===== src/rtl/uart_mm_tx.sv =====
// Memory-mapped UART transmitter: register map, TX FIFO and 8N1 serialiser.
// Define UART_TX_PARITY_EN to add an even-parity bit (11-bit frames, STATUS bit4=1).
`timescale 1ns/1ps
module uart_mm_tx #(
   parameter int CLKS_PER_BIT = 5,
   parameter int FIFO_DEPTH   = 4
) (
   input  logic       clk,
   input  logic       rst,
   input  logic       wr_en,
   input  logic       rd_en,
   input  logic [1:0] addr,
   input  logic [7:0] wdata,
   output logic [7:0] rdata,
   output logic       tx,
   output logic       busy
);

   localparam int AW = $clog2(FIFO_DEPTH);
   localparam int CW = $clog2(CLKS_PER_BIT);
`ifdef UART_TX_PARITY_EN
   localparam logic PARITY_BIT = 1'b1;
`else
   localparam logic PARITY_BIT = 1'b0;
`endif

   typedef enum logic [2:0] {
      S_IDLE,
      S_START,
      S_DATA,
`ifdef UART_TX_PARITY_EN
      S_PARITY,
`endif
      S_STOP
   } state_t;

   state_t          state;
   logic [CW-1:0]   bit_cnt;
   logic [2:0]      bit_idx;
   logic [7:0]      shift;
`ifdef UART_TX_PARITY_EN
   logic            par;
`endif
   logic            tx_enable;
   logic            overflow;

   logic [7:0]      mem [FIFO_DEPTH];
   logic [AW-1:0]   wr_ptr;
   logic [AW-1:0]   rd_ptr;
   logic [AW:0]     count;

   logic            full;
   logic            empty;
   logic            data_hit;
   logic            push;
   logic            drop;
   logic            bit_end;
   logic            pop;
   logic [7:0]      head;

   // Full/empty come from the count at the start of the cycle, so a push to a
   // full FIFO is dropped even when the serialiser pops on the same edge.
   always_comb begin
      full     = (count == (AW+1)'(FIFO_DEPTH));
      empty    = (count == '0);
      data_hit = wr_en && (addr == 2'd0);
      push     = data_hit && !full;
      drop     = data_hit && full;
      bit_end  = (bit_cnt == CW'(CLKS_PER_BIT - 1));
      pop      = tx_enable && !empty &&
                 ((state == S_IDLE) || ((state == S_STOP) && bit_end));
      head     = mem[rd_ptr];
   end

   always_ff @(posedge clk) begin
      if (push) mem[wr_ptr] <= wdata;
   end

   always_ff @(posedge clk) begin
      if (rst) begin
         wr_ptr <= '0;
         rd_ptr <= '0;
         count  <= '0;
      end else begin
         if (push) wr_ptr <= wr_ptr + AW'(1);
         if (pop)  rd_ptr <= rd_ptr + AW'(1);
         case ({push, pop})
            2'b10:   count <= count + (AW+1)'(1);
            2'b01:   count <= count - (AW+1)'(1);
            default: count <= count;
         endcase
      end
   end

   always_ff @(posedge clk) begin
      if (rst) begin
         tx_enable <= 1'b0;
         overflow  <= 1'b0;
         rdata     <= '0;
      end else begin
         if (wr_en && (addr == 2'd2)) tx_enable <= wdata[0];
         if (drop)
            overflow <= 1'b1;
         else if (wr_en && (addr == 2'd1) && wdata[3])
            overflow <= 1'b0;
         if (rd_en) begin
            case (addr)
               2'd1:    rdata <= {3'b000, PARITY_BIT, overflow, busy, full, empty};
               2'd2:    rdata <= {7'b0, tx_enable};
               default: rdata <= '0;
            endcase
         end
      end
   end

   // tx and busy are registered from the current state, so both lag the
   // state register by one clock (pop at N, tx falls at N+1).
   always_ff @(posedge clk) begin
      if (rst) begin
         state   <= S_IDLE;
         bit_cnt <= '0;
         bit_idx <= '0;
         shift   <= '0;
`ifdef UART_TX_PARITY_EN
         par     <= 1'b0;
`endif
         tx      <= 1'b1;
         busy    <= 1'b0;
      end else begin
         busy    <= (state != S_IDLE);
         bit_cnt <= ((state == S_IDLE) || bit_end) ? '0 : bit_cnt + CW'(1);
         case (state)
            S_IDLE: begin
               tx <= 1'b1;
               if (pop) begin
                  shift <= head;
`ifdef UART_TX_PARITY_EN
                  par   <= ^head;
`endif
                  state <= S_START;
               end
            end
            S_START: begin
               tx <= 1'b0;
               if (bit_end) begin
                  bit_idx <= '0;
                  state   <= S_DATA;
               end
            end
            S_DATA: begin
               tx <= shift[0];
               if (bit_end) begin
                  shift   <= {1'b0, shift[7:1]};
                  bit_idx <= bit_idx + 3'd1;
`ifdef UART_TX_PARITY_EN
                  if (bit_idx == 3'd7) state <= S_PARITY;
`else
                  if (bit_idx == 3'd7) state <= S_STOP;
`endif
               end
            end
`ifdef UART_TX_PARITY_EN
            S_PARITY: begin
               tx <= par;
               if (bit_end) state <= S_STOP;
            end
`endif
            S_STOP: begin
               tx <= 1'b1;
               if (bit_end) begin
                  if (pop) begin
                     shift <= head;
`ifdef UART_TX_PARITY_EN
                     par   <= ^head;
`endif
                     state <= S_START;
                  end else begin
                     state <= S_IDLE;
                  end
               end
            end
            default: begin
               tx    <= 1'b1;
               state <= S_IDLE;
            end
         endcase
      end
   end

endmodule


===== config.mk =====
export PLATFORM = sky130hd
export DESIGN_NAME = uart_mm_tx
export DESIGN_NICKNAME = d
export VERILOG_FILES = /design/src/rtl/uart_mm_tx.sv
export SDC_FILE = /design/constraint.sdc
export NUM_CORES = 1
export LEC_CHECK = 0
export CAP_MARGIN = 20
export CORE_MARGIN = 3
export CORE_UTILIZATION = 55
export CTS_BUF_LIST = sky130_fd_sc_hd__clkbuf_16
export DETAILED_ROUTE_END_ITERATION = 12
export GPL_TIMING_DRIVEN = 0
export PLACE_DENSITY = 0.83
export SLEW_MARGIN = 20
export SYNTH_ARGS = -nofsm -noshare
export SYNTH_HDL_FRONTEND = slang
export SYNTH_SLANG_ARGS = --single-unit

===== constraint.sdc =====
create_clock -name clk -period 2.3 [get_ports clk]
set_input_delay 0.46 -clock clk [delete_from_list [all_inputs] [get_ports clk]]
set_output_delay 0.46 -clock clk [all_outputs]
set_load 0.03 [all_outputs]

### Word level (Yosys, flattened, before mapping)

Memories as Yosys holds them, arrays and structs flattened. A register that Yosys moved wholly into a read port is not among the register bits.
Cells that the tools add are included.

* register bits: 36
* bits in latches: 0
* memory bits (writable): 32
* bits in read-only memories: 0
* input bits: 14
* output and inout port bits: 10
* word-level logic and storage cells: 82
* memories kept: 1

* add/sub/neg operators: 6
* multipliers: 0
* divide/modulo/power cells: 0
* order comparisons: 0
* equality and inequality tests: 15
* shifts and indexed selects: 0
* muxes and demuxes: 23
* bitwise logic cells: 0
* reductions and logical operators: 25

Memory list
* mem: words 4, bits a word 8, read ports 1, clocked after memory_dff 1, wr ports 1, line 47 `logic [7:0] mem [FIFO_DEPTH];`

Operators with widths (number)
* $mux W8: 3
* $pmux W8 S3: 1
* $mux W3: 7
* $pmux W3 S2: 2
* $pmux W3 S4: 1
* $ne A2 B2 Y1 const B: 5
* $add A3 B1 Y3 const B: 3
* $eq A3 B3 Y1 const B: 3
* $logic_and A1 B1 Y1: 9
* $pmux W4 S2: 1
* $eq A3 B2 Y1 const B: 2
* $logic_not A3 Y1: 2
* $reduce_and A3 Y1: 2
* $reduce_bool A2 Y1: 3
* $reduce_bool A3 Y1: 2
* $mux W1: 5
* $reduce_and A5 Y1: 1
* $add A2 B1 Y2 const B: 2
* $eq A2 B1 Y1 const B: 2
* $eq A2 B2 Y1 const B: 2
* $mux W2: 2
* $eq A3 B1 Y1 const B: 1
* $sub A3 B1 Y3 const B: 1
* $logic_not A1 Y1: 2
* 4 further kinds: 5

### Logic depth before layout (Yosys ltp)

Gate-level depths: netlist of run 1.

* word-level depth: 7
* depth in mapped cells: 11
* gate-level depth less buffers: 11

### Least setup slack after synthesis of run 1

Ideal clock, no wire load.

* kind: reg-to-reg
* from: register count[2]
* to: register count[2]
* library setup time: 0.070 ns
* data arrival time: 2.072 ns
* path slack: 0.157 ns
* cell stages (with the launch flop): 10
* clock period less this slack: 2.143 ns
* cells stage by stage: dfxtp_1 -> nor3b_1 -> nor2_1 -> inv_1 -> ha_1 -> inv_1 -> fa_1 -> xor2_1 -> or3_1 -> a21oi_1

* cells in the longest elaborated chain, start to end: 6
* elaborated cells on any way between the ends: 13
* those cells by class: 2 x add/sub; 3 x eq/ne; 1 x mux; 7 x reduce/logical

Ends and longest elaborated chain
* start: declaration: line 50 `logic [AW:0] count;`
* start signal: assignment: line 88 `2'b10: count <= count + (AW+1)'(1);`
* start signal: assignment: line 89 `2'b01: count <= count - (AW+1)'(1);`
* start signal: assignment: line 90 `default: count <= count;`
* $logic_not A3 Y1: line 65 `empty = (count == '0);`
* $logic_not A1 Y1: line 70 `pop = tx_enable && !empty &&`
* $logic_and A1 B1 Y1 (2 in series): line 70
* $eq A2 B1 Y1 or $eq A2 B2 Y1 (tied branches): line 87 `case ({push, pop})`
* $pmux W3 S2 or $reduce_bool A2 Y1 (tied branches)

Parallel ways exist; a longest one is shown, timed or not.
A chain may end at the register's enable or synchronous reset.

### Worst setup path in the final report of run 1

* from: register count[0]
* to: register count[2]

* cells in the longest elaborated chain, start to end: 6
* elaborated cells on any way between the ends: 13
* those cells by class: 2 x add/sub; 3 x eq/ne; 1 x mux; 7 x reduce/logical

Ends and longest elaborated chain
* $logic_not A3 Y1 *: line 65
* $logic_not A1 Y1 *: line 70
* $logic_and A1 B1 Y1 * (2 in series): line 70
* named net pop: line 58 `logic pop;`
* $eq A2 B1 Y1 or $eq A2 B2 Y1 (tied branches): line 87
* $pmux W3 S2 or $reduce_bool A2 Y1 (tied branches)

The timed path passes the listed nets; every way through them passes the cells marked *.

==> results of run 1 <==
## flip-flops by register name, summed over array words and instances, names as in the netlist, named ones only
signal     count
wr_ptr         2
overflow       1
tx             1
rd_ptr         2
shift          8
tx_enable      1
count          3
busy           1
mem           32
bit_cnt        3
rdata          4
state          2
bit_idx        3
## kinds of logic after synthesis
logic type               Yosys count
XOR/XNOR                           5
flip-flops                        65
AND/OR/NAND/NOR                   61
AO/OA/AOI/OAI                     31
multiplexers                      18
adder cells (fa/ha/maj)           18
other                              1
buffers and inverters             26
## path summary, 6_finish.rpt
| path | startpoint | to | slack [ns] | cells past startpoint |
|---|---|---|---|---|
| worst max-delay path | count[0] | count[2] | 0.07 | 8 |
| worst min register to register | rdata[1] | rdata[1] | 0.47 | 2 |
| worst max register to register | count[0] | count[2] | 0.07 | 8 |
| worst min-delay path | rdata[1] | rdata[1] | 0.47 | 2 |
## worst max-delay path: cells and delay by family (launching register included)
family,cells,cell delay [ns]
and+or+nand+nor,2,0.57
AOI/OAI and AO/OA,2,0.32
adders and majority gates,2,0.53
DFF,1,0.52
xor gates and xnor gates,1,0.15
buffers and inverters,1,0.05
## stage by stage
stage                     hold slack (ns)  utilization [%]  cell area [um^2]
after CTS                           0.472             71.1              3470
after global placement              0.455             64.4              3140
after global routing                0.504             73.1              3570
after detailed placement            0.461             64.4              3140
after floorplan                     0.444                -              2870
final                               0.474             73.1              3570
## what timing repair did
item,CTS,global route
setup buffers,2,5
gates cloned,0,0
gates resized for setup,12,15
hold buffers,0,0
setup endpoints to repair,2,1
pin swaps,2,4
## power by group through the flow
stage | clock network, mW | logic (mW) | registers, mW
after detailed placement | 0 | 0.247 | 1.28
after global routing | 1.32 | 0.311 | 1.27
after global placement | 0 | 0.241 | 1.28
after floorplan | 0 | 0.158 | 1.29
after CTS | 1.26 | 0.255 | 1.26
final | 1.25 | 0.287 | 1.27
## metal layers
layer	wire length (um)	part of all wire [%]	GRT usage, %
met5	0	0	0
met4	57	1.0	7.69
met3	226	4.1	4.59
met2	2890	52	30.8
met1	2360	43	23.8
## synth_stat cells, drive strengths merged, types with 2 or more instances
cell type	count	area share [%]
dfxtp	33	23
edfxtp	32	34
nor2	23	3.0
ha	17	7.4
inv	13	1.7
a21oi	10	1.8
mux2i	10	3.5
a211oi	8	2.5
mux4	8	6.3
buf	7	2.0
nand2	7	0.92
clkbuf	6	0.79
nand2b	6	1.3
nand3	6	1.1
and2	5	1.1
a32oi	3	0.92
nor3	3	0.53
o21ai	3	0.53
xnor2	3	0.92
and3	2	0.44
nand3b	2	0.53
nor3b	2	0.53
xor2	2	0.61
## cell type report
class | instances | area share (%)
Buffer | 12 | 2.14
Clock buffer | 9 | 6.31
Clock inverter | 7 | 1.54
Inverter | 13 | 1.37
Multi-Input combinational cell | 137 | 33.8
Sequential cell | 65 | 45.5
Tap cell | 67 | 2.35
Timing Repair Buffer | 26 | 6.91
## placed cells by master, fill, tap and decap left out, types with 2 or more instances in the layout
cell and n:
edfxtp_1 32, nor2_1 21, clkbuf_1 5, a21oi_1 9, ha_1 12, mux4_2 8
nand2_1 6, clkinv_4 2, a211oi_1 6, inv_2 3, a32oi_1 3, mux2i_1 10
buf_6 2, dfxtp_2 3, clkinvlp_4 2, inv_1 10, buf_4 11, o21ai_0 3
dlymetal6s2s_1 2, clkdlybuf4s50_1 16, xnor2_1 3, ha_4 3, nand3b_1 2, conb_1 4
nand2b_1 6, clkbuf_16 9, nor3_1 3, xor2_1 2, a211oi_2 2, and2_1 5
inv_6 2, nand3_1 6, dfxtp_1 30, ha_2 2, and3_1 2
==> metrics.md, run 1 <==
| Metric | Value |
|---|---|
| Routed len/inst | `around 16 um` |
| Final hold violation count | `0` |
| Worst slew margin | `approximately three fifths` |
| Residual DRC | `0` |
| Inserted Clock Buffers | `9` |
| EDFF count, synth | `32` |
| Final Non-Filler Cells | `roughly 340` |
| Max_cap viols | `0` |
| Synth Register Bits | `65` |
| Via/cell ratio | `5.41` |
| Achievable Freq | `between 400 and 500 MHz` |
| Setup_tns | `0 ns` |
| Clk pwr share | `44.6%` |
| Final Slew Violations | `0` |
| Critical path cell sequence | `o31ai_4 > nor2_2 > ha_2 > inv_1 > fa_2 > xor2_1 > or3_1 > a21oi_2` |
| Clock skew | `between 0.004 and 0.005 ns` |
| Fillers | `between 300 and 400` |
| Initial core utilization | `roughly three fifths` |
| Synth Area in XOR/XNOR | `1.53%` |
| Post-DRT Antenna Nets | `0` |
| Data required, critical path | `between 2 and 3 ns` |
| Die height | `~78 um` |
| Least-Margin Pin Slew | `a little under 0.6 ns` |
| Number of diodes | `0` |
| CTS Sinks | `between 60 and 70` |
| DR pass1 iterations | `4` |
| Layout cell share with drive strength beyond 1 | `between 20 and 25%` |
| H-tree Lvls | `3` |
| Sw Ratio | `around a quarter` |
| P_leak | `1.24 nW` |
| Placer Congestion | `between 0.7 and 0.8` |
| Simple-Gate Fraction of Synth Area | `roughly 11%` |
| Multiplexer share of the synthesized area | `9.80%` |
| Synth Area in Adders | `about 8.1%` |
| Largest family of logic cells by synthesized area | `simple AND/OR/NAND/NOR gates` |
| Final setup fails | `0` |
| P per Cell Area | `roughly 800 mW/mm^2` |
| Fin crit share | `a little over nine tenths` |
| Overall power | `2.81 mW` |
| Num rows | `25` |
| Initial antenna violation count | `0` |
| Final wirelength | `~5500 um` |
| Netlist cell types | `40` |
| Clk slew on worst S/H paths | `approximately 0.05 ns` |
| Crit-path slowest cell | `dfxtp_1` |
| Slowest stage delay, CP | `0.52 ns` |
| Asr flop ratio synth | `0%` |
| Int Pwr | `2.12 mW` |
| Buffers on Ports | `19` |
| HPWL after detailed placement | `roughly 3400 um` |
| CP max FO | `5` |
| Setup ws final | `approximately 0.073 ns` |
| Full die area | `between 0.006 and 0.007 mm^2` |
| Dpl cells | `314` |
| Synth-to-layout area growth | `24.8%` |
| Period minus WS final | `2.23 ns` |
| Clock Root Buffer | `clkbuf_16` |
| Seq/Total Area, Yosys | `around 57%` |
| Ports | `24` |
| Sequential Area | `0.00163 mm^2` |
| Arr. time, crit path | `2.47 ns` |
| Die span in x | `between 70 and 80 um` |
| CP Launch Type | `flop` |
| Gr usage total | `between 10% and 20%` |
| Max IR drop VDD | `roughly 0.00064 V` |
| Multi-input logic area | `~0.0012 mm^2` |
| Average size of a mapped cell | `roughly 13 um^2` |
| Vias in the first global route | `around 1800` |
| Detailed-route via count | `about 1800` |
| P_sw | `about 0.69 mW` |
| Complex-gate fraction of the synthesized area | `under 10%` |
| Setup CP Type | `reg -> reg` |
| Gr ovfl total | `0` |
| Nets | `296` |
| First-pass GRT wire length | `8670 um` |
| Core Footprint | `about 0.0049 mm^2` |
| Largest net degree at the start of global routing | `14` |
| RSZ-0062 raised after global routing | `no` |
| Post-Syn Area | `~0.0029 mm^2` |
| Comb power frac | `between 10 and 15%` |
| Status | `completed` |
| Reg power frac | `a little under half` |
| Hold crit path type | `reg -> reg` |
| Pre-CTS WS | `-0.505 ns` |
| Drt initial violations | `around 110` |
| Synth Flop Type | `dfxtp_1` |
| Latest clock arrival within the worst-skew pair | `0.32 ns` |
| Clock Tree Buf Depth | `2` |
| CTS tree | `built` |
| Synth warnings | `0` |
| Setup crit end kind | `flop` |
| Mapped Cells | `approximately 230` |
Power figures use the tool's default switching activity.
==> run 2, diff against run 1 <==
Settings changed: CTS_BUF_LIST sky130_fd_sc_hd__clkbuf_16 to sky130_fd_sc_hd__clkbuf_2 sky130_fd_sc_hd__clkbuf_4 sky130_fd_sc_hd__clkbuf_8.
==> run 2 against run 1 <==
Clock skew grew 0.0063 ns; setup slack lost 0.061 ns; global-route usage grew 0.51 points; register-to-register slack lost 0.06 ns; critical path type unchanged; utilization shrank 1.2 points; power shrank 14%; critical path depth is the same; count of clock-buffer cells in the layout is the same; sequential share of layout area grew 0.69 points.
==> metrics.md, run 2 (same netlist as run 1, synthesis figures left out) <==
| Metric | Value |
|---|---|
| CP Launch Type | `flop` |
| Most frequent cells in the layout | `edfxtp_1, dfxtp_1, nor2_1` |
| Arr. time, crit path | `approximately 2.6 ns` |
| Fin crit share | `roughly 99%` |
| Int Pwr | `around 1.8 mW` |
| Clock Tree Buf Depth | `2` |
| Num rows | `25` |
| Final hold violation count | `0` |
| First-pass GRT wire length | `8800 um` |
| DR pass1 iterations | `4` |
| Most common cell after layout, fill and taps aside | `edfxtp_1` |
| Pre-CTS WS | `-0.505 ns` |
| HPWL after detailed placement | `approximately 3400 um` |
| Via/cell ratio | `5.50` |
| Status | `completed` |
| Gr usage total | `around 19%` |
| Met3 Use GR | `around 5.6%` |
| P_sw | `~0.65 mW` |
| Final Non-Filler Cells | `between 300 and 400` |
| Vias in the first global route | `around 1800` |
| Clk slew on worst S/H paths | `approximately 0.070 ns` |
| P per Cell Area | `690 mW/mm^2` |
| CTS tree | `built` |
| CTS Sinks | `65` |
| Residual DRC | `0` |
| Nets | `~300` |
| Biggest regs | `mem x32, shift x8, rdata x4` |
| Number of diodes | `0` |
| Critical path cell sequence | `o31ai_2 > nor2_1 > ha_2 > inv_1 > fa_2 > xor2_1 > or3_1 > a21oi_2` |
| Largest net degree at the start of global routing | `14` |
| Detailed-route via count | `1881` |
| Drt initial violations | `104` |
| Final Slew Violations | `0` |
| Max IR drop VDD | `0.000518 V` |
| Max_cap viols | `0` |
| Full die area | `approximately 0.006 mm^2` |
| Setup crit end kind | `flop` |
| H-tree Lvls | `3` |
| RSZ-0062 raised after global routing | `yes` |
| Period minus WS final | `around 2.3 ns` |
| Hold buffer count at cts | `0` |
| Hold-critical path depth | `2` |
| Met2 Use GR | `around 31%` |
| R2R cell count | `8` |
| Clk pwr share | `36.0%` |
| Post-DRT Antenna Nets | `0` |
| Biggest register | `mem` |
| Synth-to-layout area growth | `22.8%` |
| DP Area | `0.00314 mm^2` |
| Clock skew | `approximately 0.011 ns` |
| Inserted Clock Buffers | `9` |
| Hold crit path type | `reg -> reg` |
| Buffers & Inverters on Critical Path | `1` |
| Achievable Freq | `~440 MHz` |
| Dpl cells | `between 300 and 400` |
| Crit-path slowest cell | `o31ai_2` |
| Buffers on Ports | `19` |
| CP max FO | `5` |
| Layout cell share with drive strength beyond 1 | `around a quarter` |
| Fillers | `between 300 and 400` |
| Worst slew margin | `57.2%` |
| Crit path depth | `8` |
| Max FFs per register | `32` |
| Final setup fails | `0` |
| Gr ovfl total | `0` |
| Clock Root Buffer | `clkbuf_8` |
| Setup ws final | `between 0.01 and 0.015 ns` |
| Met1 Usage GRT | `roughly a quarter` |
| Setup_tns | `0 ns` |
| Die span in x | `a little under 80 um` |
| Least-Margin Pin Slew | `about 0.64 ns` |
| Reg power frac | `a little over half` |
| Data required, critical path | `2.57 ns` |
| Setup CP Type | `reg -> reg` |
| Sw Ratio | `between 20% and 30%` |
| Ports | `24` |
| Placer Congestion | `approximately 0.73` |
| Final wirelength | `5770 um` |
| Initial core utilization | `between 50% and 60%` |
| Core Footprint | `roughly 0.005 mm^2` |
| Top Usage Layer GRT | `met2` |
| Comb power frac | `11.9%` |
| Die height | `just under 80 um` |
| Slowest stage delay, CP | `slightly above 0.6 ns` |
| P_leak | `1.24 nW` |
| Latest clock arrival within the worst-skew pair | `approximately 0.34 ns` |
| Delay-heaviest family, CP | `compound AO/OA/AOI/OAI gates` |
| Initial antenna violation count | `0` |
| Routed len/inst | `~17 um` |
| Fin area | `between 0.003 and 0.004 mm^2` |
run 2: cell types whose count changed in the layout (fill, tap and decap cells not counted), sizes merged:
cell          change
buf               +6
dlygate4sd2       -1
dlymetal6s2s      +1
run 2: worst reg2reg max path: cells and delay by family, from the launching register on:
kind	cells	cell delay (ns)
DFF	1	0.40
buffers and inverters	1	0.08
adders and majority gates	2	0.43
xor gates and xnor gates	1	0.07
and+or+nand+nor	2	0.50
AOI/OAI and AO/OA	2	0.75
run 2: worst paths after layout:
check             startpoint          to  slack (ns)
setup / recovery    count[0]    count[2]        0.01
hold / removal    bit_idx[0]  bit_idx[0]        0.47
setup reg to reg    count[0]    count[2]        0.01
hold reg to reg   bit_idx[0]  bit_idx[0]        0.47
run 2: what timing repair did:
| action | in CTS | in global routing |
|---|---|---|
| setup endpoints to repair | 2 | 3 |
| pin swaps | 1 | 2 |
| resized for setup | 8 | 19 |
| buffers inserted | 9 | 4 |
| endpoints found under the hold margin | 0 | 0 |
run 2: area by class of cell:
class	count	area (um^2)	share of cell area, %
Timing Repair Buffer	32	295	8.41
Sequential cell	65	1620	46.2
Clock inverter	7	55.1	1.57
Tap cell	67	83.8	2.39
Multi-Input combinational cell	137	1200	34.3
Buffer	12	76.3	2.17
Clock buffer	9	124	3.53
Inverter	13	48.8	1.39
run 2: power by group through the flow:
stage               logic, mW  registers (mW)  clock network [mW]
floorplan               0.158            1.29                   0
global placement        0.241            1.28                   0
detailed placement      0.247            1.28                   0
CTS                     0.259            1.26               0.878
global route            0.310            1.27               0.939
finish                  0.288            1.26               0.872
run 2: per-stage QoR:
step / utilization (%) / total power, mW / hold WS, ns
floorplan: - / 1.45 / 0.444
global placement: 64.4 / 1.52 / 0.455
detailed placement: 64.4 / 1.53 / 0.461
CTS: 69.9 / 2.40 / 0.475
finish: 72.0 / 2.42 / 0.471
global route: 72.0 / 2.52 / 0.506
run 2: routing by layer:
metal  vias up  routed length (um)
li1        896                   -
met2        61                2830
met4         0                 213
met5         -                   0
met3        22                 282
met1       902                2450
==> run 3, diff against run 2 <==
Settings changed: CELL_PAD_IN_SITES_DETAIL_PLACEMENT from default to 2, CELL_PAD_IN_SITES_GLOBAL_PLACEMENT from default to 2, CORE_UTILIZATION 55 to 41, PLACE_DENSITY 0.83 to 0.88, SETUP_SLACK_MARGIN from default to 0.5.
==> run 3 against run 2 <==
Cell area rose by 8.8%; sequential power barely moved; flip-flop and latch count did not move; wire length up 93%; global-route usage rose by 11 points; critical endpoint unchanged; highest routed layer unchanged.
==> metrics.md, run 3 (same netlist as run 1, synthesis figures left out) <==
| Metric | Value |
|---|---|
| First-pass GRT wire length | `roughly 16000 um` |
| Final Slew Violations | `0` |
| Setup ws final | `approximately 0.027 ns` |
| Die span in x | `89.5 um` |
| Layout cell share with drive strength beyond 1 | `between 30 and 40%` |
| Initial antenna violation count | `0` |
| H-tree Lvls | `3` |
| Data required, critical path | `roughly 2.6 ns` |
| Initial core utilization | `a little over two fifths` |
| Clock Tree Buf Depth | `2` |
| Latest clock arrival within the worst-skew pair | `between 0.3 and 0.4 ns` |
| Detailed-route via count | `between 2000 and 2500` |
| Max_cap viols | `0` |
| P_leak | `1.36 nW` |
| Clk pwr share | `35.7%` |
| Int Pwr | `1.83 mW` |
| Clock skew | `0.0140 ns` |
| Crit-path slowest cell | `fa_2` |
| Hold slack | `0.502 ns` |
| CP max FO | `2` |
| Setup CP Type | `reg -> reg` |
| Reg power frac | `around half` |
| Core Footprint | `roughly 0.0066 mm^2` |
| Comb power frac | `between 15 and 20%` |
| Overall power | `around 2.6 mW` |
| Least-Margin Pin Slew | `approximately 0.75 ns` |
| Final wirelength | `approximately 11000 um` |
| Placer Congestion | `approximately 0.74` |
| Routed len/inst | `roughly 29 um` |
| DR pass1 iterations | `4` |
| Most frequent cells in the layout | `edfxtp_1, dfxtp_1, buf_4` |
| Period minus WS final | `roughly 2.3 ns` |
| R2R Setup Slk | `roughly 0.027 ns` |
| Full die area | `~0.0080 mm^2` |
| CTS tree | `built` |
| Fillers | `587` |
| Max FFs per register | `32` |
| Max IR drop VDD | `~0.0004 V` |
| Post-DRT Antenna Nets | `0` |
| Slowest stage delay, CP | `around 0.38 ns` |
| Residual DRC | `0` |
| P per Cell Area | `between 600 and 700 mW/mm^2` |
| Synth-to-layout area growth | `33.7%` |
| Achievable Freq | `440 MHz` |
| P_sw | `about 0.8 mW` |
| Drt initial violations | `between 100 and 150` |
| Final setup fails | `0` |
| Via/cell ratio | `about 5.5` |
| RSZ-0062 raised after global routing | `yes` |
| Fin area | `roughly 0.0038 mm^2` |
| Hold crit path type | `reg -> reg` |
| Fin crit share | `98.8%` |
| DP Area | `0.00330 mm^2` |
| Nets | `approximately 320` |
| Pre-CTS WS | `-0.441 ns` |
| Biggest regs | `mem x32, shift x8, rdata x4` |
| Arr. time, crit path | `2.54 ns` |
| Worst slew margin | `50.3%` |
| HPWL after detailed placement | `a little over 5000 um` |
| Largest net degree at the start of global routing | `14` |
| Vias in the first global route | `~2300` |
| Setup crit end kind | `flop` |
| Clock Root Buffer | `clkbuf_8` |
| Gr ovfl total | `0` |
| Die height | `89.5 um` |
| Ports | `24` |
| Biggest register | `mem` |
| Sw Ratio | `30.4%` |
| Inserted Clock Buffers | `9` |
| Num rows | `29` |
| Clk slew on worst S/H paths | `approximately 0.080 ns` |
| Buffers on Ports | `19` |
| CP Launch Type | `flop` |
| Gr usage total | `29.8%` |
| Most frequent CP cell | `ha_4` |
| Status | `completed` |
| Setup_tns | `0 ns` |
| Critical path cell sequence | `inv_4 > ha_4 > a31oi_4 > nor2_4 > ha_4 > inv_2 > fa_2 > xor2_2 > or3_4 > a21oi_4` |
| Final hold violation count | `0` |
| Number of diodes | `0` |
| Most common cell after layout, fill and taps aside | `edfxtp_1` |
| CTS Sinks | `65` |
## run 3: changes by cell type in the layout (fill, tap and decap cells not counted), moves of 5 or more
cell / delta
dlygate4sd2_1: +8
buf_4: +7
buf_6: +6
clkdlybuf4s50_1: -6
a211oi_1: -5
a211oi_2: +5
and2_1: -5
and2_2: +5
nor2_1: -5
## run 3: metal layers
| metal | share of wire [%] | track usage, % |
|---|---|---|
| met1 | 43 | 37.3 |
| met2 | 52 | 51.2 |
| met3 | 3.8 | 5.99 |
| met4 | 1.8 | 10.3 |
| met5 | 0 | 0 |
## run 3: power by group through the flow
stage	logic [mW]	clock network (mW)	registers, mW
global route	0.433	0.992	1.28
floorplan	0.183	0	1.30
finish	0.414	0.938	1.28
detailed placement	0.291	0	1.30
CTS	0.351	0.904	1.27
global placement	0.277	0	1.29
## run 3: final timing paths
kind / startpoint / end / cells after the start
worst max register to register: bit_cnt[0] / count[2] / 10
worst max-delay path: bit_cnt[0] / count[2] / 10
worst min-delay path: rdata[1] / rdata[1] / 2
worst min register to register: rdata[1] / rdata[1] / 2
## run 3: cell type report
cell class / count / area [um^2] / area share, %
flip-flops and latches: 65 / 1640 / 42.9
clock buffers: 9 / 124 / 3.24
repair buffers: 46 / 412 / 10.8
plain buffers: 13 / 88.8 / 2.32
well taps: 93 / 116 / 3.05
multi-input cells: 137 / 1330 / 34.8
clock inverters: 7 / 53.8 / 1.41
inverters: 13 / 56.3 / 1.47
## run 3: critical path: cells and delay by family, from the launching register on
kind	cells	cell delay (ns)
buf+inv	2	0.13
fa+ha+maj	3	0.70
simple gates	2	0.53
flops	1	0.37
compound gates	2	0.25
xor+xnor	1	0.21
## run 3: stage by stage
step / cells / utilization, %
6_report: 383 / 58.2
5_1_grt: 383 / 58.2
4_1_cts: 371 / 56.0
3_5_place_dp: 340 / 50.3
3_3_place_gp: 340 / 50.3
2_1_floorplan: 228 / -
## run 3: repair_timing
item,CTS,global route
resized for setup,35,21
setup endpoints to repair,57,37
pin swaps,15,17
hold buffers,0,0
cloned,1,0
buffers inserted,14,12
==> edit: new RTL, flow settings as in run 3 <==
Set the parameter `CLKS_PER_BIT` to 4 (it was 5).
--- a/src/rtl/uart_mm_tx.sv
+++ b/src/rtl/uart_mm_tx.sv
@@ -3,5 +3,5 @@
 `timescale 1ns/1ps
 module uart_mm_tx #(
-   parameter int CLKS_PER_BIT = 5,
+   parameter int CLKS_PER_BIT = 4,
    parameter int FIFO_DEPTH   = 4
 ) (
Function: changed (a bounded check fails within 10 cycles, from zero or initial values and one cycle with rst high).
==> edit against run 3 <==
- highest routed layer unchanged
- fmax increased by 7.5%
- critical path depth is the same
- sequential cell count fell by 1
- power grew 11%
- area after synthesis is 1.4% lower
- wire length is 4.9% lower
- worst setup slack better by 0.16 ns
- largest power group is now clock
- hold slack lost 0.046 ns
- cell area up 0.69%
- synthesized cell count up 2.2%
==> edit: results (changes against run 3) <==
status = complete, no violations (unchanged)
Hold Path Depth = 1 (was 2)
Final Total Pwr = 0.00293 W (was 0.00263 W)
peak supply drop = 539 µV (was 407 µV)
grt met1 use = 34.5% (was 37.3%)
R2R Path Start = state[0] (was bit_cnt[0])
ranking of synthesized cells by area = edfxtp_1, dfxtp_1, ha_1 (unchanged)
hold path endpoint = bit_cnt[0] (was rdata[1])
XOR/XNOR Fraction of Synth Area = 1.55% (was 1.53%)
Post-Place Cells = 329 (was 340)
met3 usage = 7.47% (was 5.99%)
gr usage total = 28.6% (was 29.8%)
synth unique cells = 38 (was 40)
Seq/Total Area, Yosys = 56.8% (was 56.7%)
Layout Skew = 0.0146 ns (was 0.0140 ns)
dpl ws = -0.535 ns (was -0.441 ns)
WL/cell = 28.7 µm (was 29.1 µm)
P_leak = 1.42 nW (was 1.36 nW)
fin nets = 318 (was 317)
Placed Area = 3240 µm² (was 3300 µm²)
Post-Synth Adder-Cell Area = 7.81% (was 8.14%)
Final HPWL DP = 4940 µm (was 5180 µm)
M1 WL = 4320 µm (was 4750 µm)
Comb power frac = 13.3% (was 15.7%)
Hold Startpoint = bit_cnt[0] (was rdata[1])
DRT iter0 DRCs = 147 (was 136)
vias in the first global route = 2414 (was 2343)
clock group total power = 0.00128 W (was 0.000938 W)
top post-synthesis cells by count = dfxtp_1, edfxtp_1, nand2_1 (was dfxtp_1, edfxtp_1, nor2_1)
edit: changes by cell type after synthesis, sizes merged, moves of 4 or more:
cell,run 3,this run
a211oi,8,0
a21oi,10,14
a311oi,0,7
mux2i,10,0
nand2,7,22
nor2,23,17
nor3,3,10
edit: worst max-delay path: stages, from the launching register on:
cell	delay, ns
dfxtp_4	0.38
inv_4	0.07
ha_4	0.17
a21oi_4	0.05
nor2_4	0.15
ha_4	0.16
inv_2	0.04
fa_2	0.35
xor2_2	0.17
or3_4	0.37
a21oi_4	0.14
edit: how the worst max path moves through the flow:
stage,endpoint,slack (ns)
CTS,count[2],0.20
floorplan,count[2],0.36
detailed placement,count[2],-0.54
finish,count[2],0.18
global placement,count[2],-0.43
global route,count[2],0.14
edit: final cells by class:
type,count,share of cell area (%)
clock inverters,7,3.25
repair buffers,43,9.69
well taps,77,2.50
plain buffers,13,2.63
inverters,11,1.79
multi-input cells,145,34.7
flip-flops and latches,64,42.2
clock buffers,9,3.22
